===== src/rtl/gray_code_converter_seq.sv =====
// gray_code_converter_seq: bit-serial MSB-first binary<->Gray converter behind valid/ready handshakes
module gray_code_converter_seq #(
  parameter int WIDTH = 4,
  localparam int CNT_W = (WIDTH > 1) ? $clog2(WIDTH) : 1
) (
  input  logic             clk,
  input  logic             rst_n,
  input  logic             in_valid,
  output logic             in_ready,
  input  logic [WIDTH-1:0] in_data,
  input  logic             in_mode,
  output logic             out_valid,
  input  logic             out_ready,
  output logic [WIDTH-1:0] out_data,
  output logic             busy
);
  localparam logic [1:0] IDLE = 2'd0;
  localparam logic [1:0] CONV = 2'd1;
  localparam logic [1:0] DONE = 2'd2;
  logic [1:0]       state_q, state_d;
  logic [WIDTH-1:0] d_q, d_d, out_q, out_d;
  logic [CNT_W-1:0] idx_q, idx_d;
  logic             mode_q, mode_d, prev_q, prev_d, bit_c;
  assign bit_c = d_q[idx_q] ^ prev_q;
  always_comb begin
    state_d = state_q;
    d_d     = d_q;
    out_d   = out_q;
    idx_d   = idx_q;
    mode_d  = mode_q;
    prev_d  = prev_q;
    case (state_q)
      IDLE: if (in_valid) begin
        d_d     = in_data;
        mode_d  = in_mode;
        idx_d   = CNT_W'(WIDTH - 1);
        prev_d  = 1'b0;
        out_d   = '0;
        state_d = CONV;
      end
      CONV: begin
        out_d[idx_q] = bit_c;
        // binary->Gray chains on the input bit, Gray->binary on the produced bit
        prev_d  = mode_q ? bit_c : d_q[idx_q];
        idx_d   = (idx_q == '0) ? idx_q : idx_q - 1'b1;
        state_d = (idx_q == '0) ? DONE : CONV;
      end
      DONE:    state_d = out_ready ? IDLE : DONE;
      default: state_d = IDLE;
    endcase
  end
  always_ff @(posedge clk or negedge rst_n) begin
    if (!rst_n) begin
      state_q <= IDLE;
      d_q     <= '0;
      out_q   <= '0;
      idx_q   <= '0;
      mode_q  <= 1'b0;
      prev_q  <= 1'b0;
    end else begin
      state_q <= state_d;
      d_q     <= d_d;
      out_q   <= out_d;
      idx_q   <= idx_d;
      mode_q  <= mode_d;
      prev_q  <= prev_d;
    end
  end
  assign in_ready  = state_q == IDLE;
  assign out_valid = state_q == DONE;
  assign busy      = state_q != IDLE;
  assign out_data  = out_q;
endmodule


===== config.mk =====
export PLATFORM = sky130hd
export DESIGN_NAME = gray_code_converter_seq
export DESIGN_NICKNAME = d
export VERILOG_FILES = /design/src/rtl/gray_code_converter_seq.sv
export SDC_FILE = /design/constraint.sdc
export NUM_CORES = 1
export LEC_CHECK = 0
export ABC_AREA = 1
export CAP_MARGIN = 20
export CORE_MARGIN = 2
export CORE_UTILIZATION = 52
export DETAILED_ROUTE_END_ITERATION = 8
export GPL_ROUTABILITY_DRIVEN = 0
export GPL_TIMING_DRIVEN = 0
export MAX_ROUTING_LAYER = met4
export PLACE_DENSITY = 0.81
export SYNTH_ARGS = -nofsm -noshare
export SYNTH_HDL_FRONTEND = slang
export SYNTH_SLANG_ARGS = --single-unit

===== constraint.sdc =====
create_clock -name clk -period 3 [get_ports clk]
set_clock_uncertainty 0.15 [all_clocks]
set_input_delay 0.6 -clock clk [delete_from_list [all_inputs] [get_ports clk]]
set_output_delay 0.6 -clock clk [all_outputs]
set_load 0.005 [all_outputs]

; After elaboration in Yosys (flattened, before gate mapping)
; Cells that the tools add are included.
[word_totals]
ff_bits = 14
latchBits = 0
ramBits = 0
romBits = 0
input_bits = 9
output_inout_bits = 7
elab_cells = 39
mem_count = 0
[classes]
n_addsub = 1
multipliers = 0
div = 0
order_cmp = 2
n_eq_ne = 4
shift = 0
muxes = 17
n_bitwise = 1
n_reduce_logical = 8
[op_table]
columns = op, n
row1 = 2-to-1 mux 2 bit, 5
row2 = one-hot mux 4 bit (2 select lines), 1
row3 = one-hot mux 2 bit (3 select lines), 1
row4 = bitwise mux 4 bit, 1
row5 = logical NOT 2 bit, 2
row6 = 2-to-1 mux 1 bit, 4
row7 = 2-to-1 mux 4 bit, 1
row8 = != test 2 bit (second input constant), 2
row9 = one-hot mux 2 bit (2 select lines), 1
row10 = AND reduction 2 bit, 2
row11 = nonzero test 2 bit, 2
row12 = < comparator 2 x 3 -> 1 bit (second input constant), 1
row13 = AND reduction 3 bit, 1
row14 = binary-select mux 1 bit (select 2 bit), 1
row15 = demux 1 bit (select 2 bit), 1
row16 = == test 2 x 1 -> 1 bit (second input constant), 1
row17 = == test 2 bit (second input constant), 1
row18 = greater-or-equal comparator 2 x 1 -> 1 bit (second input constant), 1
row19 = one-hot mux 1 bit (2 select lines), 1
row20 = subtractor 2 x 1 -> 2 bit (second input constant), 1
row21 = logical AND 1 bit, 1
row22 = bitwise XOR 1 bit, 1

; Depth between registers and ports, before layout
; Gate-level depths: netlist (run 1).
[depth]
word_depth = 6
mapped_depth = 8
ltp_nobuf = 8

; Least setup slack after synthesis (run 1)
; Ideal clock, no wire load.
[synth_path]
path_type = reg2out
from = reg state_q[0]
to = out busy
arrival_ns = 0.636
required_time_ns = 2.250
path_slack_ns = 1.614
stages_incl_launch_ff = 3
n_path_buf = 0
path_cell_list = dfrtp_1 > nor2_2 > inv_1
[synth_between]
elab_chain_cells = 1
[synth_rtl]
columns = element, line_no
row1 = "start, declared", 20  ; logic [1:0] state_q, state_d;
row2 = "start signal, assigned", 61  ; state_q <= state_d;
row3 = nonzero test 2 bit, 71  ; assign busy = state_q != IDLE;
row4 = "end, declared", 15  ; output logic busy
; Every way passes these cells.

; Final worst setup path (run 1)
[layout_path]
from = reg state_q[0]
to = out in_ready
[layout_between]
elab_chain_cells = 1
[layout_rtl]
columns = element, line_no
row1 = logical NOT 2 bit, 69  ; assign in_ready = state_q == IDLE;
row2 = "end, declared", 9  ; output logic in_ready,
; Every way passes these cells.

==> results of run 1 <==
-- cells by family (layout without fill, tap and decap cells) --
logic type,count (synthesis),in the layout,synth area share [%]
flops,14,14,44.3
buf+inv,16,35,9.49
fa+ha+maj,5,5,7.91
simple gates,53,53,29.7
compound gates,10,10,8.54
-- critical path, stage by stage (launching register included) --
cell and delay, ns:
dfrtp_1 0.46, nor2_2 0.17, clkdlybuf4s50_1 0.53
-- flip-flops by register name, summed over array words and instances (netlist names) --
register	count
d_q	4
out_data	4
idx_q	2
state_q	2
mode_q	1
prev_q	1
-- how the worst min path moves through the flow --
stage | slack [ns] | cells after the start | endpoint | from
2_1_floorplan | 0.15 | 0 | d_q[0]$_DFFE_PN0P_ | rst_n
3_3_place_gp | 0.31 | 2 | out_data[0]$_DFFE_PN0P_ | out_data[0]$_DFFE_PN0P_
3_5_place_dp | 0.32 | 2 | d_q[1]$_DFFE_PN0P_ | d_q[1]$_DFFE_PN0P_
4_1_cts | 0.34 | 2 | d_q[1]$_DFFE_PN0P_ | d_q[1]$_DFFE_PN0P_
5_1_grt | 0.36 | 2 | out_data[0]$_DFFE_PN0P_ | out_data[0]$_DFFE_PN0P_
6_report | 0.33 | 2 | d_q[1]$_DFFE_PN0P_ | d_q[1]$_DFFE_PN0P_
-- cell type report --
cell class,instances,area share (%)
Timing Repair Buffer,15,15.1
Buffer,2,2.26
Multi-Input combinational cell,68,36.6
Tap cell,16,2.01
Sequential cell,14,35.1
Inverter,14,5.27
Clock buffer,4,3.64
-- routing by layer --
| layer | vias to the layer above | part of all wire, % |
|---|---|---|
| met2 | 23 | 47 |
| met3 | 7 | 4.7 |
| met5 | - | 0 |
| met1 | 293 | 46 |
| met4 | 0 | 2.7 |
| li1 | 344 | - |
-- synthesized netlist by cell type --
| cell | number |
|---|---|
| o21ai_0 | 2 |
| o21ai_2 | 4 |
| a21oi_1 | 1 |
| nand3_1 | 11 |
| o31ai_1 | 1 |
| nand2_1 | 29 |
| o21ai_1 | 2 |
| or2_1 | 1 |
| dfrtp_1 | 14 |
| nor2_1 | 4 |
| nor2_2 | 1 |
| ha_1 | 5 |
| buf_6 | 2 |
| nand2_2 | 7 |
| inv_2 | 2 |
| inv_1 | 12 |
-- where the power goes --
group	switching, mW	total, mW	internal, mW
Clock	0.0677	0.142	0.0740
Sequential	0.0729	0.352	0.279
Combinational	0.334	0.606	0.272
Total	0.474	1.10	0.625
-- through the flow --
stage | hold slack (ns) | power, mW | utilization, % | area [um2]
after floorplan | 0.154 | 0.775 | - | 791
after global placement | 0.313 | 0.937 | 65.3 | 961
after detailed placement | 0.317 | 0.959 | 65.3 | 961
after CTS | 0.341 | 1.11 | 67.8 | 997
after global routing | 0.359 | 1.19 | 67.8 | 997
final | 0.335 | 1.10 | 67.8 | 997
==> flow_summary.ini, run 1 <==
[run_status]
status = complete, no violations

[global_route]
met1_usage_pct = 20.5
grt_use_total_pct = 16.6
grt_pass1_wl_um = 2230
grt_pass1_vias = 540
antenna_found_initial = 0
grt.busiest_layer = met2
use_met2_pct = 27.0
use_met3_pct = 2.55
grt_overflow = 0
grt_max_degree = 15

[logic_synthesis]
synthTopCellsByArea = dfrtp_1 (44%), nand2_1 (14%), ha_1 (7.9%)
synth.distinct_cells = 16
syn_avg_cell_area_um2 = 8.07
syn-num-nets = 112
yosys_warnings = 0
ys_ff_latch = 14
synth_top_area_cell = dfrtp_1
netlist.area_leader.share_pct = 44.3
ys_seq_area_share_pct = 44.3
synthCells = 98
netlist_area_um2 = 791

[sta]
hold_viol = 0
setup_violations = 0
slew_viol_final = 0
tightest_slew_ns = 0.621
finalSetupTns_ns = 0
layout_setup_ws_ns = 0.802
fmax_mhz = 455
fin_crit_sh_pct = 73.3
rsz0062_at_grt = no
fin_crit_ns = 2.20
slew_headroom_pct = 58.5

[placement]
dp_hpwl_um = 1010
dp_slack_ns = 1.13
place_inst = 129
numPortBuffers = 15

[routing]
via_per_inst = 5.02
wirelength_um = 1400
dr.pass1.iters = 5
detail_route.wl_per_cell_um = 10.5
drtIter0Drc = 13
ant_nets = 0
drc = 0
dr_total_vias = 667

[cts]
cts_buffer_depth = 2
cts_tree = built
post_cts_buffers = 0
cts_resized = 0
cts.htree.levels = 1
clk_pin_slew_ns = 0.09
clock_sinks = 14
cts_inserted_buffers = 3
cts_root_buf = clkbuf_4
clock_latency_ns = 0.29
cts_hold_buf = 0

[min_path]
min_path_type = reg2reg

[finish]
seq_area_um2 = 350
multiInputGateArea_um2 = 365
drive_gt1_share_pct = 17.1
fill_cells = 125
final-instance-count-excl-fill = 133
mostFrequentLayoutCells = nand2_1 (29), clkdlybuf4s50_1 (15), dfrtp_1 (14), inv_1 (12), nand3_1 (11)
final_common_cell = nand2_1
area_growth_pct = 26.1
antenna_cells = 0
nets = 132

[critical_path]
crit_fanout = 6
reg2reg_slack_ns = 1.60
cp.arrival_ns = 1.45
endpoint = in_ready
r2r_cells = 7
cp.required_ns = 2.25
critPathLaunchType = register
r2r-start = idx_q[0]$_DFFE_PN0P_
startpoint = state_q[0]$_DFFE_PN0P_
r2r_end = prev_q$_DFFE_PN0P_
critPathCaptureType = output pin
critical_path_class = reg2out

[die]
design.portCount = 16
rows = 14
dieWidth_um = 43.0
start_util_pct = 53.7
coreArea_mm2 = 0.00147
die_h_um = 43.0
die_area_mm2 = 0.00185

[power_and_ir_drop]
cellPowerDensity_mw_per_mm2 = 1100
ir_drop_v = 0.000586
p_leak_nw = 0.526

[job]
maxCapViolCount = 0
Power figures use the tool's default switching activity.
==> run 2, diff against run 1 <==
--- a/config.mk
+++ b/config.mk
@@ -8,12 +8,12 @@
 export ABC_AREA = 1
 export CAP_MARGIN = 20
 export CORE_MARGIN = 2
-export CORE_UTILIZATION = 52
+export CORE_UTILIZATION = 49
 export DETAILED_ROUTE_END_ITERATION = 8
 export GPL_ROUTABILITY_DRIVEN = 0
 export GPL_TIMING_DRIVEN = 0
 export MAX_ROUTING_LAYER = met4
-export PLACE_DENSITY = 0.81
+export PLACE_DENSITY = 0.77
 export SYNTH_ARGS = -nofsm -noshare
 export SYNTH_HDL_FRONTEND = slang
 export SYNTH_SLANG_ARGS = --single-unit
==> constraint.sdc (replaced) <==
create_clock -name clk -period 2.3 [get_ports clk]
set_clock_uncertainty 0.15 [all_clocks]
set_input_delay 0.46 -clock clk [delete_from_list [all_inputs] [get_ports clk]]
set_output_delay 0.46 -clock clk [all_outputs]
set_load 0.005 [all_outputs]
==> flow_summary.ini, run 2 (synthesized netlist as in run 1, its figures left out) <==
[finish]
fill_cells = 133
final_common_cell = nand2_1
antenna_cells = 0
final-instance-count-excl-fill = 133
mostFrequentLayoutCells = nand2_1 (29), clkdlybuf4s50_1 (15), dfrtp_1 (14), inv_1 (12), nand3_1 (11)
drive_gt1_share_pct = 17.1
nets = 132
area_growth_pct = 26.1

[cts]
clk_pin_slew_ns = 0.09
cts_buffer_depth = 2
cts_resized = 0
clock_sinks = 14
cts_hold_buf = 0
cts_tree = built
clock_latency_ns = 0.28
cts_root_buf = clkbuf_4
cts.htree.levels = 1
cts_inserted_buffers = 3
post_cts_buffers = 0

[sta]
fin_crit_ns = 2.03
slew_headroom_pct = 59.3
setup_violations = 0
fin_crit_sh_pct = 88.4
finalSetupTns_ns = 0
hold_viol = 0
tightest_slew_ns = 0.608
fmax_mhz = 492
slew_viol_final = 0
rsz0062_at_grt = no

[routing]
wirelength_um = 1320
via_per_inst = 4.90
detail_route.wl_per_cell_um = 9.89
ant_nets = 0
drtIter0Drc = 26
dr.pass1.iters = 4
dr_total_vias = 652
drc = 0

[placement]
dp_hpwl_um = 961
numPortBuffers = 15
place_inst = 129

[critical_path]
r2r_cells = 7
crit_fanout = 6
critPathCaptureType = output pin
cp.arrival_ns = 1.42
r2r_end = out_data[0]$_DFFE_PN0P_
critPathLaunchType = register
cp.required_ns = 1.69
reg2reg_slack_ns = 0.93
critical_path_class = reg2out
r2r-start = idx_q[0]$_DFFE_PN0P_

[run_status]
status = complete, no violations

[power_and_ir_drop]
switching_share_pct = 42.4
internal_power_uw = 813
p_switching_uw = 597
cellPowerDensity_mw_per_mm2 = 1410
pwr-share-comb_pct = 55.2
p_leak_nw = 0.526
power_frac_clock_pct = 12.5
ir_drop_v = 0.000600
p_seq_share_pct = 32.3

[global_route]
grt_use_total_pct = 16.5
grt_pass1_wl_um = 2330
grt_max_degree = 15
grt_pass1_vias = 549
grt_overflow = 0
antenna_found_initial = 0

[min_path]
hp-start = d_q[1]$_DFFE_PN0P_
min_path_cells = 2
min_path_type = reg2reg
holdPathEnd = d_q[1]$_DFFE_PN0P_

[die]
dieWidth_um = 44.2
start_util_pct = 52.5
design.portCount = 16
coreArea_mm2 = 0.00151
rows = 14
die_area_mm2 = 0.00195
die_h_um = 44.2

[job]
maxCapViolCount = 0
==> run 2: worst max-delay path by stage <==
stage                                 startpoint                       to  slack [ns]  cells after the start
after CTS                 state_q[0]$_DFFE_PN0P_                 in_ready        0.26                      2
after global placement    state_q[0]$_DFFE_PN0P_                 in_ready        0.57                      2
after floorplan             idx_q[0]$_DFFE_PN0P_  out_data[0]$_DFFE_PN0P_        1.04                      6
final                     state_q[0]$_DFFE_PN0P_                 in_ready        0.27                      2
after detailed placement  state_q[0]$_DFFE_PN0P_                 in_ready        0.58                      2
after global routing      state_q[0]$_DFFE_PN0P_                 in_ready        0.19                      2
==> run 2: metal layers <==
layer / wire length, um / global-route usage, % / share of wire, % / vias up
li1: - / - / - / 340
met1: 658 / 22.5 / 50 / 291
met2: 582 / 24.4 / 44 / 19
met3: 68 / 4.90 / 5.2 / 2
met4: 7 / 3.64 / 0.53 / 0
met5: 0 / - / 0 / -
==> run 2: through the flow <==
stage	cell area, um2	setup WS [ns]	hold WS [ns]	util, %	total power, mW
after global routing	997	0.189	0.369	66.2	1.56
after CTS	997	0.264	0.340	66.2	1.43
final	997	0.267	0.333	66.2	1.41
after floorplan	791	1.04	0.0144	-	1.01
after detailed placement	961	0.580	0.316	63.8	1.24
after global placement	961	0.570	0.312	63.8	1.23
==> run 2: area by class of cell <==
cell class                 instances  area (um2)  share of cell area [%]
inverter                          14        52.6                    5.27
multi-input combinational         68         365                    36.6
clock buffer                       4        36.3                    3.64
timing repair buffer              15         150                    15.1
tap                               16        20.0                    2.01
sequential                        14         350                    35.1
buffer                             2        22.5                    2.26
==> run 2: worst max-delay path: stages (launching register included) <==
cell	delay, ns
dfrtp_1	0.46
nor2_2	0.16
clkdlybuf4s50_1	0.52
==> run 2: power groups by stage <==
stage / registers [mW] / clock network [mW] / logic (mW)
final: 0.456 / 0.176 / 0.778
after global routing: 0.474 / 0.194 / 0.893
after CTS: 0.455 / 0.183 / 0.787
after detailed placement: 0.460 / 0 / 0.783
after global placement: 0.458 / 0 / 0.768
after floorplan: 0.448 / 0 / 0.562
